<file path="src/rtl/uart_cmd_pkg.sv">
// Shared definitions for the UART command decoder: opcodes, FSM encoding and
// the fixed register-file slots used for ALU operands.
package uart_cmd_pkg;

  localparam logic [7:0] CMD_RF_WR   = 8'hAA;
  localparam logic [7:0] CMD_RF_RD   = 8'hBB;
  localparam logic [7:0] CMD_ALU_OP  = 8'hCC;
  localparam logic [7:0] CMD_ALU_NOP = 8'hDD;

  localparam int unsigned OPA_ADDR = 0;
  localparam int unsigned OPB_ADDR = 1;

  typedef enum logic [2:0] {
    ST_IDLE    = 3'd0,
    ST_WR_ADDR = 3'd1,
    ST_WR_DATA = 3'd2,
    ST_RD_ADDR = 3'd3,
    ST_ALU_OPA = 3'd4,
    ST_ALU_OPB = 3'd5,
    ST_ALU_FUN = 3'd6,
    ST_NOP_FUN = 3'd7
  } cmd_state_t;

endpackage : uart_cmd_pkg

</file>
<file path="src/rtl/uart_cmd_timeout.sv">
// Saturating inter-frame counter; timeout_o is high while the count sits at
// TIMEOUT_CYCLES-1 and drops as soon as clear_i is seen.
module uart_cmd_timeout #(
  parameter int unsigned TIMEOUT_CYCLES = 4096
) (
  input  logic clk_i,
  input  logic rst_ni,
  input  logic clear_i,
  output logic timeout_o
);

  localparam int unsigned CNT_W = (TIMEOUT_CYCLES > 2) ? $clog2(TIMEOUT_CYCLES) : 1;
  localparam logic [CNT_W-1:0] CNT_MAX = CNT_W'(TIMEOUT_CYCLES - 1);

  logic [CNT_W-1:0] cnt_q;
  logic [CNT_W-1:0] cnt_d;
  logic             timeout_q;

  // Next count: clear, hold at the ceiling, or step by one.
  always_comb begin
    cnt_d = cnt_q;
    if (clear_i) begin
      cnt_d = '0;
    end else if (cnt_q == CNT_MAX) begin
      cnt_d = cnt_q;
    end else begin
      cnt_d = cnt_q + CNT_W'(1);
    end
  end

  // Count register and registered timeout flag.
  always_ff @(posedge clk_i or negedge rst_ni) begin
    if (!rst_ni) begin
      cnt_q     <= '0;
      timeout_q <= 1'b0;
    end else begin
      cnt_q     <= cnt_d;
      timeout_q <= (cnt_d == CNT_MAX);
    end
  end

  assign timeout_o = timeout_q;

endmodule : uart_cmd_timeout

</file>
<file path="src/rtl/uart_rx_cmd_decoder.sv">
// Decodes multi-frame UART commands into single-cycle register-file write/read
// and ALU requests; aborts on frame errors or inter-frame timeout.
module uart_rx_cmd_decoder
  import uart_cmd_pkg::*;
#(
  parameter int unsigned DATA_WIDTH     = 8,
  parameter int unsigned ADDR_WIDTH     = 4,
  parameter int unsigned ALU_FUN_WIDTH  = 4,
  parameter int unsigned TIMEOUT_CYCLES = 4096
) (
  input  logic                     rx_clk,
  input  logic                     rst_n,
  input  logic [DATA_WIDTH-1:0]    p_data,
  input  logic                     data_valid,
  input  logic                     parity_error,
  input  logic                     stop_error,
  output logic                     rf_wr_en,
  output logic                     rf_rd_en,
  output logic [ADDR_WIDTH-1:0]    rf_addr,
  output logic [DATA_WIDTH-1:0]    rf_wr_data,
  output logic                     alu_en,
  output logic [ALU_FUN_WIDTH-1:0] alu_fun,
  output logic                     cmd_busy,
  output logic                     cmd_error
);

  cmd_state_t               state_q;
  logic [ADDR_WIDTH-1:0]    addr_q;
  logic                     rf_wr_en_q;
  logic                     rf_rd_en_q;
  logic [ADDR_WIDTH-1:0]    rf_addr_q;
  logic [DATA_WIDTH-1:0]    rf_wr_data_q;
  logic                     alu_en_q;
  logic [ALU_FUN_WIDTH-1:0] alu_fun_q;
  logic                     cmd_busy_q;
  logic                     cmd_error_q;

  logic in_cmd_s;
  logic frame_err_s;
  logic timeout_s;
  logic tmo_clear_s;

  assign in_cmd_s    = (state_q != ST_IDLE);
  assign frame_err_s = parity_error | stop_error;
  assign tmo_clear_s = data_valid | ~in_cmd_s;

  uart_cmd_timeout #(
    .TIMEOUT_CYCLES(TIMEOUT_CYCLES)
  ) u_timeout (
    .clk_i    (rx_clk),
    .rst_ni   (rst_n),
    .clear_i  (tmo_clear_s),
    .timeout_o(timeout_s)
  );

  // Command FSM with registered strobes; frame error beats data_valid, data_valid beats timeout.
  always_ff @(posedge rx_clk or negedge rst_n) begin
    if (!rst_n) begin
      state_q      <= ST_IDLE;
      addr_q       <= '0;
      rf_wr_en_q   <= 1'b0;
      rf_rd_en_q   <= 1'b0;
      rf_addr_q    <= '0;
      rf_wr_data_q <= '0;
      alu_en_q     <= 1'b0;
      alu_fun_q    <= '0;
      cmd_busy_q   <= 1'b0;
      cmd_error_q  <= 1'b0;
    end else begin
      rf_wr_en_q  <= 1'b0;
      rf_rd_en_q  <= 1'b0;
      alu_en_q    <= 1'b0;
      cmd_error_q <= 1'b0;
      if (in_cmd_s && frame_err_s) begin
        state_q     <= ST_IDLE;
        cmd_busy_q  <= 1'b0;
        cmd_error_q <= 1'b1;
      end else if (data_valid) begin
        case (state_q)
          ST_IDLE: begin
            case (p_data)
              DATA_WIDTH'(CMD_RF_WR):   begin state_q <= ST_WR_ADDR; cmd_busy_q <= 1'b1; end
              DATA_WIDTH'(CMD_RF_RD):   begin state_q <= ST_RD_ADDR; cmd_busy_q <= 1'b1; end
              DATA_WIDTH'(CMD_ALU_OP):  begin state_q <= ST_ALU_OPA; cmd_busy_q <= 1'b1; end
              DATA_WIDTH'(CMD_ALU_NOP): begin state_q <= ST_NOP_FUN; cmd_busy_q <= 1'b1; end
              default: begin
                state_q    <= ST_IDLE;
                cmd_busy_q <= 1'b0;
              end
            endcase
          end
          ST_WR_ADDR: begin
            addr_q  <= p_data[ADDR_WIDTH-1:0];
            state_q <= ST_WR_DATA;
          end
          ST_WR_DATA: begin
            rf_wr_en_q   <= 1'b1;
            rf_addr_q    <= addr_q;
            rf_wr_data_q <= p_data;
            state_q      <= ST_IDLE;
            cmd_busy_q   <= 1'b0;
          end
          ST_RD_ADDR: begin
            rf_rd_en_q <= 1'b1;
            rf_addr_q  <= p_data[ADDR_WIDTH-1:0];
            state_q    <= ST_IDLE;
            cmd_busy_q <= 1'b0;
          end
          ST_ALU_OPA: begin
            rf_wr_en_q   <= 1'b1;
            rf_addr_q    <= ADDR_WIDTH'(OPA_ADDR);
            rf_wr_data_q <= p_data;
            state_q      <= ST_ALU_OPB;
          end
          ST_ALU_OPB: begin
            rf_wr_en_q   <= 1'b1;
            rf_addr_q    <= ADDR_WIDTH'(OPB_ADDR);
            rf_wr_data_q <= p_data;
            state_q      <= ST_ALU_FUN;
          end
          ST_ALU_FUN, ST_NOP_FUN: begin
            alu_en_q   <= 1'b1;
            alu_fun_q  <= p_data[ALU_FUN_WIDTH-1:0];
            state_q    <= ST_IDLE;
            cmd_busy_q <= 1'b0;
          end
          default: begin
            state_q    <= ST_IDLE;
            cmd_busy_q <= 1'b0;
          end
        endcase
      end else if (in_cmd_s && timeout_s) begin
        state_q     <= ST_IDLE;
        cmd_busy_q  <= 1'b0;
        cmd_error_q <= 1'b1;
      end else begin
        state_q <= state_q;
      end
    end
  end

  assign rf_wr_en   = rf_wr_en_q;
  assign rf_rd_en   = rf_rd_en_q;
  assign rf_addr    = rf_addr_q;
  assign rf_wr_data = rf_wr_data_q;
  assign alu_en     = alu_en_q;
  assign alu_fun    = alu_fun_q;
  assign cmd_busy   = cmd_busy_q;
  assign cmd_error  = cmd_error_q;

endmodule : uart_rx_cmd_decoder

</file>
<file path="config.mk">
export PLATFORM = sky130hd
export DESIGN_NAME = uart_rx_cmd_decoder
export DESIGN_NICKNAME = d
export VERILOG_FILES = /design/src/rtl/uart_cmd_pkg.sv /design/src/rtl/uart_cmd_timeout.sv /design/src/rtl/uart_rx_cmd_decoder.sv
export SDC_FILE = /design/constraint.sdc
export NUM_CORES = 1
export LEC_CHECK = 0
export CORE_MARGIN = 2
export CORE_UTILIZATION = 48
export DETAILED_ROUTE_END_ITERATION = 6
export PLACE_DENSITY = 0.76
export SLEW_MARGIN = 20
export SYNTH_ARGS = -nofsm -noshare
export SYNTH_HDL_FRONTEND = slang
export SYNTH_SLANG_ARGS = --single-unit
</file>
<file path="constraint.sdc">
create_clock -name rx_clk -period 2.1 [get_ports rx_clk]
set_clock_uncertainty 0.1 [all_clocks]
set_input_delay 0.63 -clock rx_clk [delete_from_list [all_inputs] [get_ports rx_clk]]
set_output_delay 0.63 -clock rx_clk [all_outputs]
set_load 0.05 [all_outputs]
</file>
* Yosys cells after proc, flatten, opt, wreduce, memory -nomap -nowiden
Index checks and enable logic that the tools add are counted.
** Word-level totals
- Input bits :: 13
- Bits in registers :: 41
** Operators by class
- Multiplexer cells :: 25
- Reduce and logical (&&, ||, !) cells :: 15
- Add/sub/neg operators :: 1
- Equal/unequal tests :: 14
- Bitwise operators :: 4
** Operator list (number)
- == test 8 bit (second input constant) :: 4
- == test 12 bit (second input constant) :: 2
- 2-to-1 mux 12 bit :: 2
- 2-to-1 mux 1 bit :: 16
- case mux 4 bit (4 select lines) :: 1
- case mux 3 bit (5 select lines) :: 1
- adder 12 x 1 -> 12 bit (second input constant) :: 1
- == test 3 bit (second input constant) :: 4
- case mux 3 bit (4 select lines) :: 1
- AND reduction 3 bit :: 4
- 2-to-1 mux 3 bit :: 3
- OR reduction 4 bit :: 2
- == test 3 x 2 -> 1 bit (second input constant) :: 2
- nonzero test 3 bit :: 2
- inequality test 4 x 2 -> 1 bit (second input constant) :: 1
- nonzero test 4 bit :: 1
- == test 3 x 1 -> 1 bit (second input constant) :: 1
- zero test 3 bit :: 1
- OR reduction 3 bit :: 1
- logical AND 1 bit :: 2
- inverter 1 bit :: 2
- bitwise OR 1 bit :: 2
- case mux 1 bit (2 select lines) :: 1
- AND reduction 2 bit :: 1
- OR reduction 2 bit :: 1

* Longest topological paths before layout
Gate-level depths: netlist of run 1.
- Word-level depth :: 6
- Mapped depth :: 8
- Depth with buffers taken out :: 8

* Cells and area by module
Synthesis of run 1 repeated with hierarchy kept, for this count alone.
** Unflattened totals
- Cell total of the unflattened synthesis :: 201
- Area total of the unflattened synthesis :: 2179.6 µm²
** By module, submodules not included
- uart_rx_cmd_decoder :: sequential area each 700.7 µm², cells each 114, area each 1366.3 µm², instances 1
- uart_cmd_timeout :: sequential area each 325.3 µm², cells each 87, area each 813.3 µm², instances 1

* Least setup slack after synthesis of run 1
OpenSTA, ideal clock, no wires.
- Path type :: register to register
- Start :: reg u_timeout.cnt_q[0]
- End :: reg u_timeout.timeout_q, in the netlist u_timeout.timeout_o
- Period minus slack after synthesis :: 1.979 ns
- Setup time :: 0.096 ns
- Buffers on the path :: 0
- Stages on the path, launching flop included :: 8
- Path slack :: 0.121 ns
- Data arrival time :: 1.783 ns
- Cells stage by stage :: dfrtp_1 -> ha_1 -> nand3_1 -> nor3_4 -> or4_1 -> a21oi_1 -> nand2_2 -> nor4_2
** Between the ends
- Cells in the longest elaborated chain, start to end :: 4
- Elaborated cells between the ends (all ways) :: 5
** Ends and longest elaborated chain
- from (decl) :: line uart_cmd_timeout.sv:15 : logic [CNT_W-1:0] cnt_q;
- from (signal assigned) :: line uart_cmd_timeout.sv:37 : cnt_q <= cnt_d;
- adder 12 x 1 -> 12 bit / == test 12 bit (equally long branches) :: line uart_cmd_timeout.sv:27, uart_cmd_timeout.sv:24
- 2-to-1 mux 12 bit * :: line uart_cmd_timeout.sv:24 : end else if (cnt_q == CNT_MAX) begin
- 2-to-1 mux 12 bit * :: line uart_cmd_timeout.sv:22 : if (clear_i) begin
- net u_timeout.cnt_d[5] :: line uart_cmd_timeout.sv:16 : logic [CNT_W-1:0] cnt_d;
- == test 12 bit * :: line uart_cmd_timeout.sv:38 : timeout_q <= (cnt_d == CNT_MAX);
- to (signal assigned) :: line uart_cmd_timeout.sv:38
- to (decl) :: line uart_cmd_timeout.sv:17 : logic timeout_q;
The timed path passes the listed nets; every way through them passes the cells marked *.
A chain may end at the register's enable or synchronous reset.

* Worst setup path in the final report of run 1
- Start :: in data_valid
- End :: reg u_timeout.timeout_q, in the netlist u_timeout.timeout_o
** Between the ends
- Cells in the longest elaborated chain, start to end :: 3
** Ends and longest elaborated chain
- from (decl) :: line uart_rx_cmd_decoder.sv:14 : input logic data_valid,
- bitwise OR 1 bit :: line uart_rx_cmd_decoder.sv:45 : assign tmo_clear_s = data_valid | ~in_cmd_s;
- 2-to-1 mux 12 bit :: line uart_cmd_timeout.sv:22
- net u_timeout.cnt_d[7] :: line uart_cmd_timeout.sv:16
- == test 12 bit :: line uart_cmd_timeout.sv:38
The timed path passes the listed nets, and every way through them passes these cells.

==> reports/results.ini, run 1 <==
[run_status]
status = finished, final reports clean

[synthesis]
async_flop_share = 1.00
yosysMostFrequentCell = dfrtp_1
ys_warn_count = 0
synth_cells = 202
ys_top_cells_by_count = dfrtp_1, nor2_1, nand2_1
synth_area_um2 = 2130
synth_cell_types = 55
synth_top_area_frac = 0.482
syn-num-nets = 219
ys.flop_type = dfrtp_1
ys_ff_latch = 41
yosys.area.top_type = dfrtp_1
syn_area_per_cell_um2 = 10.5
yosys-top-cells-area = dfrtp_1, mux2_1, nor2_1
synth_edf_count = 0
yosysSeqAreaShare = 0.482

[clocking]
clockBufferDepth = 2
clk_pin_slew_ns = 0.08
clock_latency_ns = 0.30
cts_tree = done
cts_max_level = 2
cts_root_buf = clkbuf_8
ctsHoldBuffers = 0
cts_num_sinks = 41
cts_buffers = 5

[critical_path]
crit_buf_inv = 1
crit_required_ns = 2.21
critical-path-top-delay-family = simple AND/OR/NAND/NOR gates
reg2reg_slack_ns = 0.11
cp-start-kind = input port
end_kind = register
critical_path_class = input port to register
cp_slowest_cell = clkdlybuf4s50_1
cp_slowest_stage_delay_ns = 0.49
arrival_ns = 2.16
cp_max_fo = 4
cp_cell_sequence = clkdlybuf4s50_1 > nor2_1 > o21ai_0 > a31oi_1 > nand3_2 > nor4_2

[grt]
grt_antenna_before_repair = 0
gr-total-overflow = 0
grt_first_pass_wirelength_um = 7650
grt_pass1_vias = 1634
grt_max_degree = 24
grt_usage = 0.198

[cells_and_area]
multi_input_area_um2 = 1050
stdcell_area_um2 = 2810
fillers = 364
regArea_um2 = 1030
syn2layout_area_growth_pct = 32.1
layout-drive-gt1-share = 0.335
nNetsFinal = 282
diodes = 0

[floorplan]
num_io_pins = 34
die_area_um2 = 4980
row_count = 24
die_width_um = 70.6
design.core.area_um2 = 4320
initial_core_util = 0.492
die_h_um = 70.6

[placement]
routabilityCongestion = 0.840
place_area_um2 = 2650
io_buffers = 33
dpl.hpwl_um = 3610

[drt]
drt_iter0_drc = 100
first_pass_iters = 4
wl_per_cell_um = 14.9
wirelength_um = 4740
num_vias = 1769
via_per_inst = 5.56
drc = 0
ant_nets = 0

[pwr]
p_leak_nw = 1.36
vdd_drop_max_v = 0.000688
p_per_area_nw_per_um2 = 861

[flow_run]
cap_violations = 0

[sta]
fmax_mhz = 487
timing.final.crit_period_ns = 2.06
hold_viol = 0
rsz0062_at_grt = true
drv_slew = 0
finalCritPeriodShare = 0.979
worstMarginPinSlew_ns = 0.451
finalSetupViolCount = 0
tns_ns = 0
relSlewSlack = 0.699

[min_path]
worstHoldPathType = input port to async pin

## worst paths after layout
path | startpoint | endpoint | cells past startpoint
worst max-delay path | data_valid | u_timeout.timeout_o | 6
min in group rx_clk | rf_addr[0] | rf_addr[0] | 2
max in group asynchronous | rst_n | u_timeout.cnt_q[5] | 2
worst max register to register | u_timeout.cnt_q[0] | u_timeout.timeout_o | 7
worst min-delay path | rst_n | addr_q[2] | 1
worst min register to register | rf_addr[0] | rf_addr[0] | 2
## state kept, by name (all words and copies together), names as in the netlist
register and cells:
addr_q 4, alu_en 1, alu_fun 4, cmd_busy 1, cmd_error 1, rf_addr 4
rf_rd_en 1, rf_wr_data 8, rf_wr_en 1, state_q 3, u_timeout.cnt_q 12, u_timeout.timeout_o 1
## layout by cell type (no fill, tap or decap), types with 5 or more instances in the layout
master | Yosys | routed
o21ai_1 | 5 | 5
dfrtp_1 | 41 | 41
clkbuf_8 | 0 | 6
a31oi_1 | 9 | 9
nand2_1 | 17 | 17
clkdlybuf4s50_1 | 0 | 5
nor2_1 | 22 | 21
dlygate4sd2_1 | 0 | 5
nand3_1 | 6 | 5
buf_4 | 2 | 49
mux2_1 | 8 | 8
nor3_1 | 8 | 7
inv_1 | 7 | 7
## through the flow
step	instances	hold slack, ns	setup WS [ns]	total power, mW	util
floorplan	202	0.234	0.121	1.48	-
global placement	307	0.367	-0.355	1.75	0.613
detailed placement	307	0.376	-0.373	1.77	0.613
CTS	318	0.181	0.00158	2.44	0.647
global route	318	0.197	-0.0316	2.52	0.650
finish	318	0.171	0.0446	2.42	0.650
## report_power, final
part           internal [mW]  leakage, nW  switching, mW
clock network          0.387       0.0574          0.288
logic                  0.269        0.744          0.499
registers              0.912        0.556         0.0675
total                   1.57         1.36          0.855
## layout make-up
class / instances / area share
Tap cell: 52 / 0.0231
Multi-Input combinational cell: 147 / 0.375
Timing Repair Buffer: 63 / 0.185
Clock buffer: 6 / 0.0294
Inverter: 7 / 0.00935
Sequential cell: 41 / 0.365
Clock inverter: 2 / 0.0134
## routing by layer
metal,routed length [µm],track usage,vias up
li1,-,-,865
met1,2270,0.284,846
met2,2160,0.298,50
met3,187,0.0313,8
met4,119,0.0922,0
met5,0,0,-
## what timing repair did
| action | in CTS | in global routing |
|---|---|---|
| pin swaps | 8 | 1 |
| setup buffers | 3 | 0 |
| setup endpoints to repair | 17 | 15 |
| resized for setup | 7 | 5 |
## cells by family (layout without fill, tap and decap cells)
kind of cell / Yosys count / count (layout) / synth area share
fa+ha+maj: 4 / 4 / 0.0235
mux: 17 / 17 / 0.0964
simple gates: 86 / 86 / 0.235
flops: 41 / 41 / 0.482
buf+inv: 14 / 78 / 0.0323
compound gates: 37 / 37 / 0.119
xor+xnor: 3 / 3 / 0.0123
(Power assumes the default switching activity.)
==> inputs of run 2 (changes only) <==
--- a/config.mk
+++ b/config.mk
@@ -5,10 +5,12 @@
 export SDC_FILE = /design/constraint.sdc
 export NUM_CORES = 1
 export LEC_CHECK = 0
-export CORE_MARGIN = 2
-export CORE_UTILIZATION = 48
+export CELL_PAD_IN_SITES_DETAIL_PLACEMENT = 0
+export CELL_PAD_IN_SITES_GLOBAL_PLACEMENT = 1
+export CORE_UTILIZATION = 37
 export DETAILED_ROUTE_END_ITERATION = 6
-export PLACE_DENSITY = 0.76
+export PLACE_DENSITY_LB_ADDON = 0.1
+export RECOVER_POWER = 100
 export SLEW_MARGIN = 20
 export SYNTH_ARGS = -nofsm -noshare
 export SYNTH_HDL_FRONTEND = slang
==> reports/results.ini, run 2 (same netlist as run 1, synthesis figures left out) <==
[cells_and_area]
syn2layout_area_growth_pct = 30.6
final_cell_mix = dfrtp_1, buf_4, clkbuf_1
stdcell_count = 343
fillers = 575
largest_reg_flops = 12
top_register = u_timeout.cnt_q
final_common_cell = dfrtp_1
nNetsFinal = 287
diodes = 0
layout-drive-gt1-share = 0.269

[placement]
routabilityCongestion = 0.850
detailedPlace.worstSlack_ns = -0.469
io_buffers = 33
dpl.hpwl_um = 4040
dp.cells = 334

[flow_run]
cap_violations = 0

[critical_path]
arrival_ns = 2.16
crit_required_ns = 2.19
cp_cell_sequence = clkdlybuf4s50_1 > nor2_1 > or2_4 > nand2_2 > or3_4 > mux2_4
crit_start = parity_error
rr_worst_depth = 7
cp_max_fo = 4
critical_path_class = input port to register
cp_slowest_cell = clkdlybuf4s50_1
end_kind = register
r2r-start = u_timeout.cnt_q[0]
cp_slowest_stage_delay_ns = 0.42
cp-start-kind = input port

[sta]
relSlewSlack = 0.263
worstMarginPinSlew_ns = 1.11
hold_viol = 0
timing.final.crit_period_ns = 2.07
finalSetupViolCount = 0
drv_slew = 0
finalCritPeriodShare = 0.988
fmax_mhz = 482
finalWorstSetupSlack_ns = 0.0262

[drt]
drt_iter0_drc = 87
num_vias = 1821
first_pass_iters = 4
via_per_inst = 5.31
wirelength_um = 5400
drc = 0
ant_nets = 0
wl_per_cell_um = 15.7

[grt]
gr-total-overflow = 0
grt_max_degree = 24
grt_usage = 0.193
grt_first_pass_wirelength_um = 9020
grt_antenna_before_repair = 0
grt_pass1_vias = 1807

[clocking]
clk_pin_slew_ns = 0.09
cts_tree = done
clock_latency_ns = 0.30
cts_num_sinks = 41
cts_root_buf = clkbuf_8
clockBufferDepth = 2
ctsHoldBuffers = 0
cts_buffers = 5
cts_max_level = 2

[floorplan]
die_area_um2 = 6060
die_width_um = 77.8
row_count = 27
initial_core_util = 0.384
die_h_um = 77.8
design.core.area_um2 = 5540
num_io_pins = 34

[min_path]
hold_depth = 2
worstHoldPathType = register to register
worstHoldStart = rf_addr[0]

[pwr]
p_per_area_nw_per_um2 = 843
p_leak_nw = 1.28
vdd_drop_max_v = 0.000432

[run_status]
status = finished, final reports clean

-- run 2: changes by cell type in the layout (fill, tap and decap cells not counted), sizes merged --
cell	previous run	this run
clkbuf	6	30
buf	52	33
clkdlybuf4s50	5	7
dlygate4sd2	5	3
clkdlybuf4s15	0	1
dlymetal6s2s	1	0
-- run 2: repair_timing --
action | 4_1_cts | 5_1_grt
pin swaps | 4 | 4
endpoints found under the setup margin | 7 | 12
gates resized for setup | 10 | 5
buffers inserted | 0 | 1
gates cloned | 0 | 0
-- run 2: final cells by class --
cell class                 instances  area (µm²)  share of cell area
multi-input combinational        147        1060               0.381
tap                               72        90.1              0.0324
inverter                           7        26.3             0.00945
clock inverter                     2        37.5              0.0135
timing repair buffer              68         458               0.165
sequential                        41        1030               0.369
clock buffer                       6        82.6              0.0297
-- run 2: path summary, 6_finish.rpt --
check / endpoint / slack, ns
max: addr_q[0] / 0.03
min: rf_addr[0] / 0.39
max reg2reg: u_timeout.timeout_o / 0.12
min reg2reg: rf_addr[0] / 0.39
max in group asynchronous: alu_fun[3] / 0.34
min in group asynchronous: addr_q[3] / 0.41
-- run 2: per-layer routing --
layer  wire, µm  vias to the layer above  track usage
met2       2470                       44        0.301
li1           -                      865            -
met5          0                        -            0
met3        218                        6       0.0412
met4         46                        0       0.0528
met1       2660                      906        0.268
-- run 2: through the flow --
step                       util  total power, mW  setup TNS, ns  instance area (µm²)  hold slack [ns]
after floorplan               -             1.48              0                 2130            0.234
after global placement    0.493             1.76          -6.52                 2730            0.369
after detailed placement  0.493             1.78          -7.33                 2730            0.376
after CTS                 0.518             2.46              0                 2870            0.201
after global routing      0.502             2.45         -0.102                 2780            0.420
final                     0.502             2.34              0                 2780            0.389
-- run 2: power by group --
part           switching [mW]  total, mW  internal, mW
clock                   0.290      0.677         0.387
sequential             0.0683      0.980         0.912
combinational           0.503      0.685         0.183
-- run 2: critical path, delay by kind of cell --
family | cells | cell delay [ns]
and+or+nand+nor | 4 | 0.80
buffers and inverters | 1 | 0.42
muxes | 1 | 0.31
==> inputs of run 3 (changes only) <==
--- a/config.mk
+++ b/config.mk
@@ -11,6 +11,7 @@
 export DETAILED_ROUTE_END_ITERATION = 6
 export PLACE_DENSITY_LB_ADDON = 0.1
 export RECOVER_POWER = 100
+export SKIP_CTS_REPAIR_TIMING = 1
 export SLEW_MARGIN = 20
 export SYNTH_ARGS = -nofsm -noshare
 export SYNTH_HDL_FRONTEND = slang
==> reports/results.ini, run 3 (same netlist as run 1, synthesis figures left out) <==
[run_status]
status = finished, final reports clean

[grt]
grt_max_degree = 24
gr-usage-met1 = 0.268
grt_use_met2 = 0.290
grt_antenna_before_repair = 0
met3_usage = 0.0412
busiest_layer = met2
grt_first_pass_wirelength_um = 8880
gr-total-overflow = 0
grt_usage = 0.189
grt_pass1_vias = 1789

[cells_and_area]
nNetsFinal = 288
layout-drive-gt1-share = 0.276
stdcell_area_um2 = 2810
largest_reg_flops = 12
syn2layout_area_growth_pct = 32.2
top_register = u_timeout.cnt_q
final_cell_mix = dfrtp_1, buf_4, nor2_1, clkbuf_1, nand2_1
fillers = 571
diodes = 0
regArea_um2 = 1030
multi_input_area_um2 = 1070
final_common_cell = dfrtp_1

[clocking]
clockBufferDepth = 2
cts_max_level = 2
cts_tree = done
cts_root_buf = clkbuf_8
clk_pin_slew_ns = 0.09
clock_latency_ns = 0.30
cts_buffers = 5
cts_num_sinks = 41

[critical_path]
cp_slowest_cell = clkdlybuf4s50_1
cp_cell_sequence = clkdlybuf4s50_1 > nor2_1 > or2_4 > nand2_2 > or3_4 > mux2_4
cp_slowest_stage_delay_ns = 0.42
end_kind = register
crit_required_ns = 2.18
cp-start-kind = input port
arrival_ns = 2.16
critical_path_class = input port to register
cp_max_fo = 4

[placement]
routabilityCongestion = 0.850
dpl.hpwl_um = 4040
place_area_um2 = 2730
io_buffers = 33

[drt]
first_pass_iters = 4
drt_iter0_drc = 103
drc = 0
num_vias = 1818
via_per_inst = 5.28
wl_per_cell_um = 15.6
wirelength_um = 5370
ant_nets = 0

[sta]
finalSetupViolCount = 0
hold_viol = 0
worstMarginPinSlew_ns = 1.10
relSlewSlack = 0.264
drv_slew = 0
finalCritPeriodShare = 0.990
timing.final.crit_period_ns = 2.08
fmax_mhz = 481

[pwr]
p_per_area_nw_per_um2 = 832
vdd_drop_max_v = 0.000434
p_total_mw = 2.34
p_leak_nw = 1.32

[min_path]
worstHoldPathType = register to register

[floorplan]
design.core.area_um2 = 5540
initial_core_util = 0.384
num_io_pins = 34
die_area_um2 = 6060
row_count = 27
die_width_um = 77.8
die_h_um = 77.8

[flow_run]
cap_violations = 0

## run 3: power breakdown
part / leakage (nW) / switching (mW) / total (mW) / internal [mW]
combinational: 0.704 / 0.502 / 0.688 / 0.186
clock: 0.0574 / 0.288 / 0.675 / 0.387
sequential: 0.556 / 0.0673 / 0.979 / 0.912
total: 1.32 / 0.858 / 2.34 / 1.48
## run 3: final timing paths
check	slack (ns)	cells after the start	end	startpoint
setup / recovery	0.02	6	addr_q[0]	parity_error
hold / removal	0.39	1	cmd_busy	cmd_busy
setup reg to reg	0.13	7	u_timeout.timeout_o	u_timeout.cnt_q[0]
hold reg to reg	0.39	1	cmd_busy	cmd_busy
max in group asynchronous	0.34	2	alu_fun[3]	rst_n
min in group asynchronous	0.41	1	addr_q[3]	rst_n
## run 3: metrics by stage
stage | TNS (ns) | setup slack [ns] | instances | utilization | hold WS (ns)
floorplan | 0 | 0.121 | 202 | - | 0.234
detailed placement | -7.33 | -0.469 | 334 | 0.493 | 0.376
CTS | -0.476 | -0.157 | 342 | 0.514 | 0.201
global route | -0.0544 | -0.0156 | 344 | 0.508 | 0.420
finish | 0 | 0.0216 | 344 | 0.508 | 0.387
global placement | -6.52 | -0.415 | 334 | 0.493 | 0.369
## run 3: area by class of cell
| class | count | area share |
|---|---|---|
| Multi-Input combinational cell | 147 | 0.380 |
| Sequential cell | 41 | 0.365 |
| Timing Repair Buffer | 69 | 0.172 |
| Tap cell | 72 | 0.0320 |
| Clock buffer | 6 | 0.0293 |
| Clock inverter | 2 | 0.0133 |
| Inverter | 7 | 0.00934 |
## run 3: critical path, delay by kind of cell
kind,cells,cell delay (ns)
multiplexers,1,0.31
AND/OR/NAND/NOR,4,0.80
buffers and inverters,1,0.42
## run 3: per-layer routing
metal / routed length (µm) / vias to the layer above
li1: - / 866
met1: 2620 / 897
met2: 2440 / 49
met3: 259 / 6
met4: 42 / 0
met5: 0 / -
==> edit: new RTL, flow settings as in run 2 <==
Set the parameter `DATA_WIDTH` to 7 (it was 8).
--- a/src/rtl/uart_rx_cmd_decoder.sv
+++ b/src/rtl/uart_rx_cmd_decoder.sv
@@ -4,5 +4,5 @@
   import uart_cmd_pkg::*;
 #(
-  parameter int unsigned DATA_WIDTH     = 8,
+  parameter int unsigned DATA_WIDTH     = 7,
   parameter int unsigned ADDR_WIDTH     = 4,
   parameter int unsigned ALU_FUN_WIDTH  = 4,
Ports: changed (resized p_data and rf_wr_data); port bits go from 34 to 32. No check against the original RTL was run, so the function may have changed too.
==> edit against run 2 <==
Synthesized cell count decreased by 5.4%. Highest routed layer unchanged. Sequential cell count is 1 lower. Design area shrank 10%. Worst setup slack improved by 61 ps. Clock power down 21%. Maximum frequency grew 3.0%. Area after synthesis down 3.1%. Critical path depth grew 1. Wire length decreased by 12%. Worst hold slack got worse by 0.93 ps. Combinational power fell by 12%. Largest cell class is now flip-flops and latches. Power is 11% lower.
==> edit: results (changes against run 2) <==
[run_status]
status = completed

[logic_synthesis]
synth_top_cells_by_count = dfrtp_1 (40), nor2_1 (22), nand2_1 (14), mux2_2 (9), o21ai_0 (9)
synth_fp_nets = 207  ; -5.5%
synth_area_leaders = dfrtp_1 (49%), mux2_4 (5.1%), mux2_2 (4.9%)
syn_area_per_cell_um2 = 10.80  ; +2.5%
synth_seq_area_share_pct = 48.54  ; +0.34 points

[worst_setup_path]
r2r-start = state_q[2]$_DFFE_PN0P_
startpoint = stop_error
cp_slowest_stage_delay_ps = 480  ; +60 ps
crit_arrival_ps = 2090  ; -70 ps
crit_family = buffers and inverters

[layout]
n_fill_cell = 533  ; -7.3%
stdcell_count = 316  ; -7.9%
layout-drive-gt1-share_pct = 18.29  ; -8.6 points

[grt]
grt_pass1_vias = 1679  ; -7.1%
grt_max_degree = 22  ; -8.3%

[placement]
port_buffers = 31  ; -6.1%
place_congestion = 0.8622  ; +1.4%
place_area_um2 = 2535  ; -7.1%
dp.final_hpwl_um = 3687  ; -8.8%
dp_slack_ps = -244.7  ; +224.6 ps

[detailed_routing]
via_count = 1632  ; -10%

[min_path]
min-delay-start = rf_addr[2]$_DFFE_PN0P_

[power_and_ir_drop]
ir_drop_uv = 617.5  ; +43%
leakagePower_nw = 1.140  ; -11%

-- edit: where the power goes --
group / switching [mW] / total [mW] / leakage [nW] / internal [mW]
clock network: 0.270 / 0.532 / 0.0510 / 0.262
logic: 0.448 / 0.605 / 0.546 / 0.157
registers: 0.0619 / 0.940 / 0.543 / 0.878
-- edit: layer usage --
layer / part of all wire (%) / global-route usage (%) / wire (µm)
met5: 0 / 0 / 0
met4: 2.2 / 6.731 / 105
met3: 3.0 / 3.810 / 143
met2: 52 / 33.15 / 2475
met1: 43 / 20.41 / 2040
-- edit: final timing paths --
kind	endpoint	slack (ps)
worst max register to register	state_q[1]$_DFFE_PN0P_	210
worst min register to register	rf_addr[2]$_DFFE_PN0P_	390
max in group asynchronous	u_timeout.cnt_q[2]$_DFF_PN0_	370
worst max-delay path	addr_q[3]$_DFFE_PN0P_	90
worst min-delay path	rf_addr[2]$_DFFE_PN0P_	390
min in group asynchronous	alu_en$_DFF_PN0_	410
-- edit: kinds of logic (layout without fill, tap and decap cells) --
logic type | after synthesis | count (layout) | synth area share, %
xor gates and xnor gates | 4 | 4 | 1.699
buffers and inverters | 13 | 68 | 3.580
AOI/OAI and AO/OA | 30 | 30 | 9.285
DFF | 40 | 40 | 48.54
and+or+nand+nor | 76 | 76 | 20.57
muxes | 24 | 24 | 13.90
adders and majority gates | 4 | 4 | 2.427
-- edit: final cells by class --
| cell class | count | area share (%) |
|---|---|---|
| Clock buffer | 6 | 3.310 |
| Clock inverter | 2 | 0.4012 |
| Inverter | 7 | 1.053 |
| Tap cell | 70 | 3.511 |
| Timing Repair Buffer | 53 | 13.44 |
| Sequential cell | 40 | 40.12 |
| Multi-Input combinational cell | 138 | 38.16 |
-- edit: worst min-delay path, stage by stage (launching register included) --
cell and delay (ps):
dfrtp_1 340, nand2_1 50, o21ai_0 60
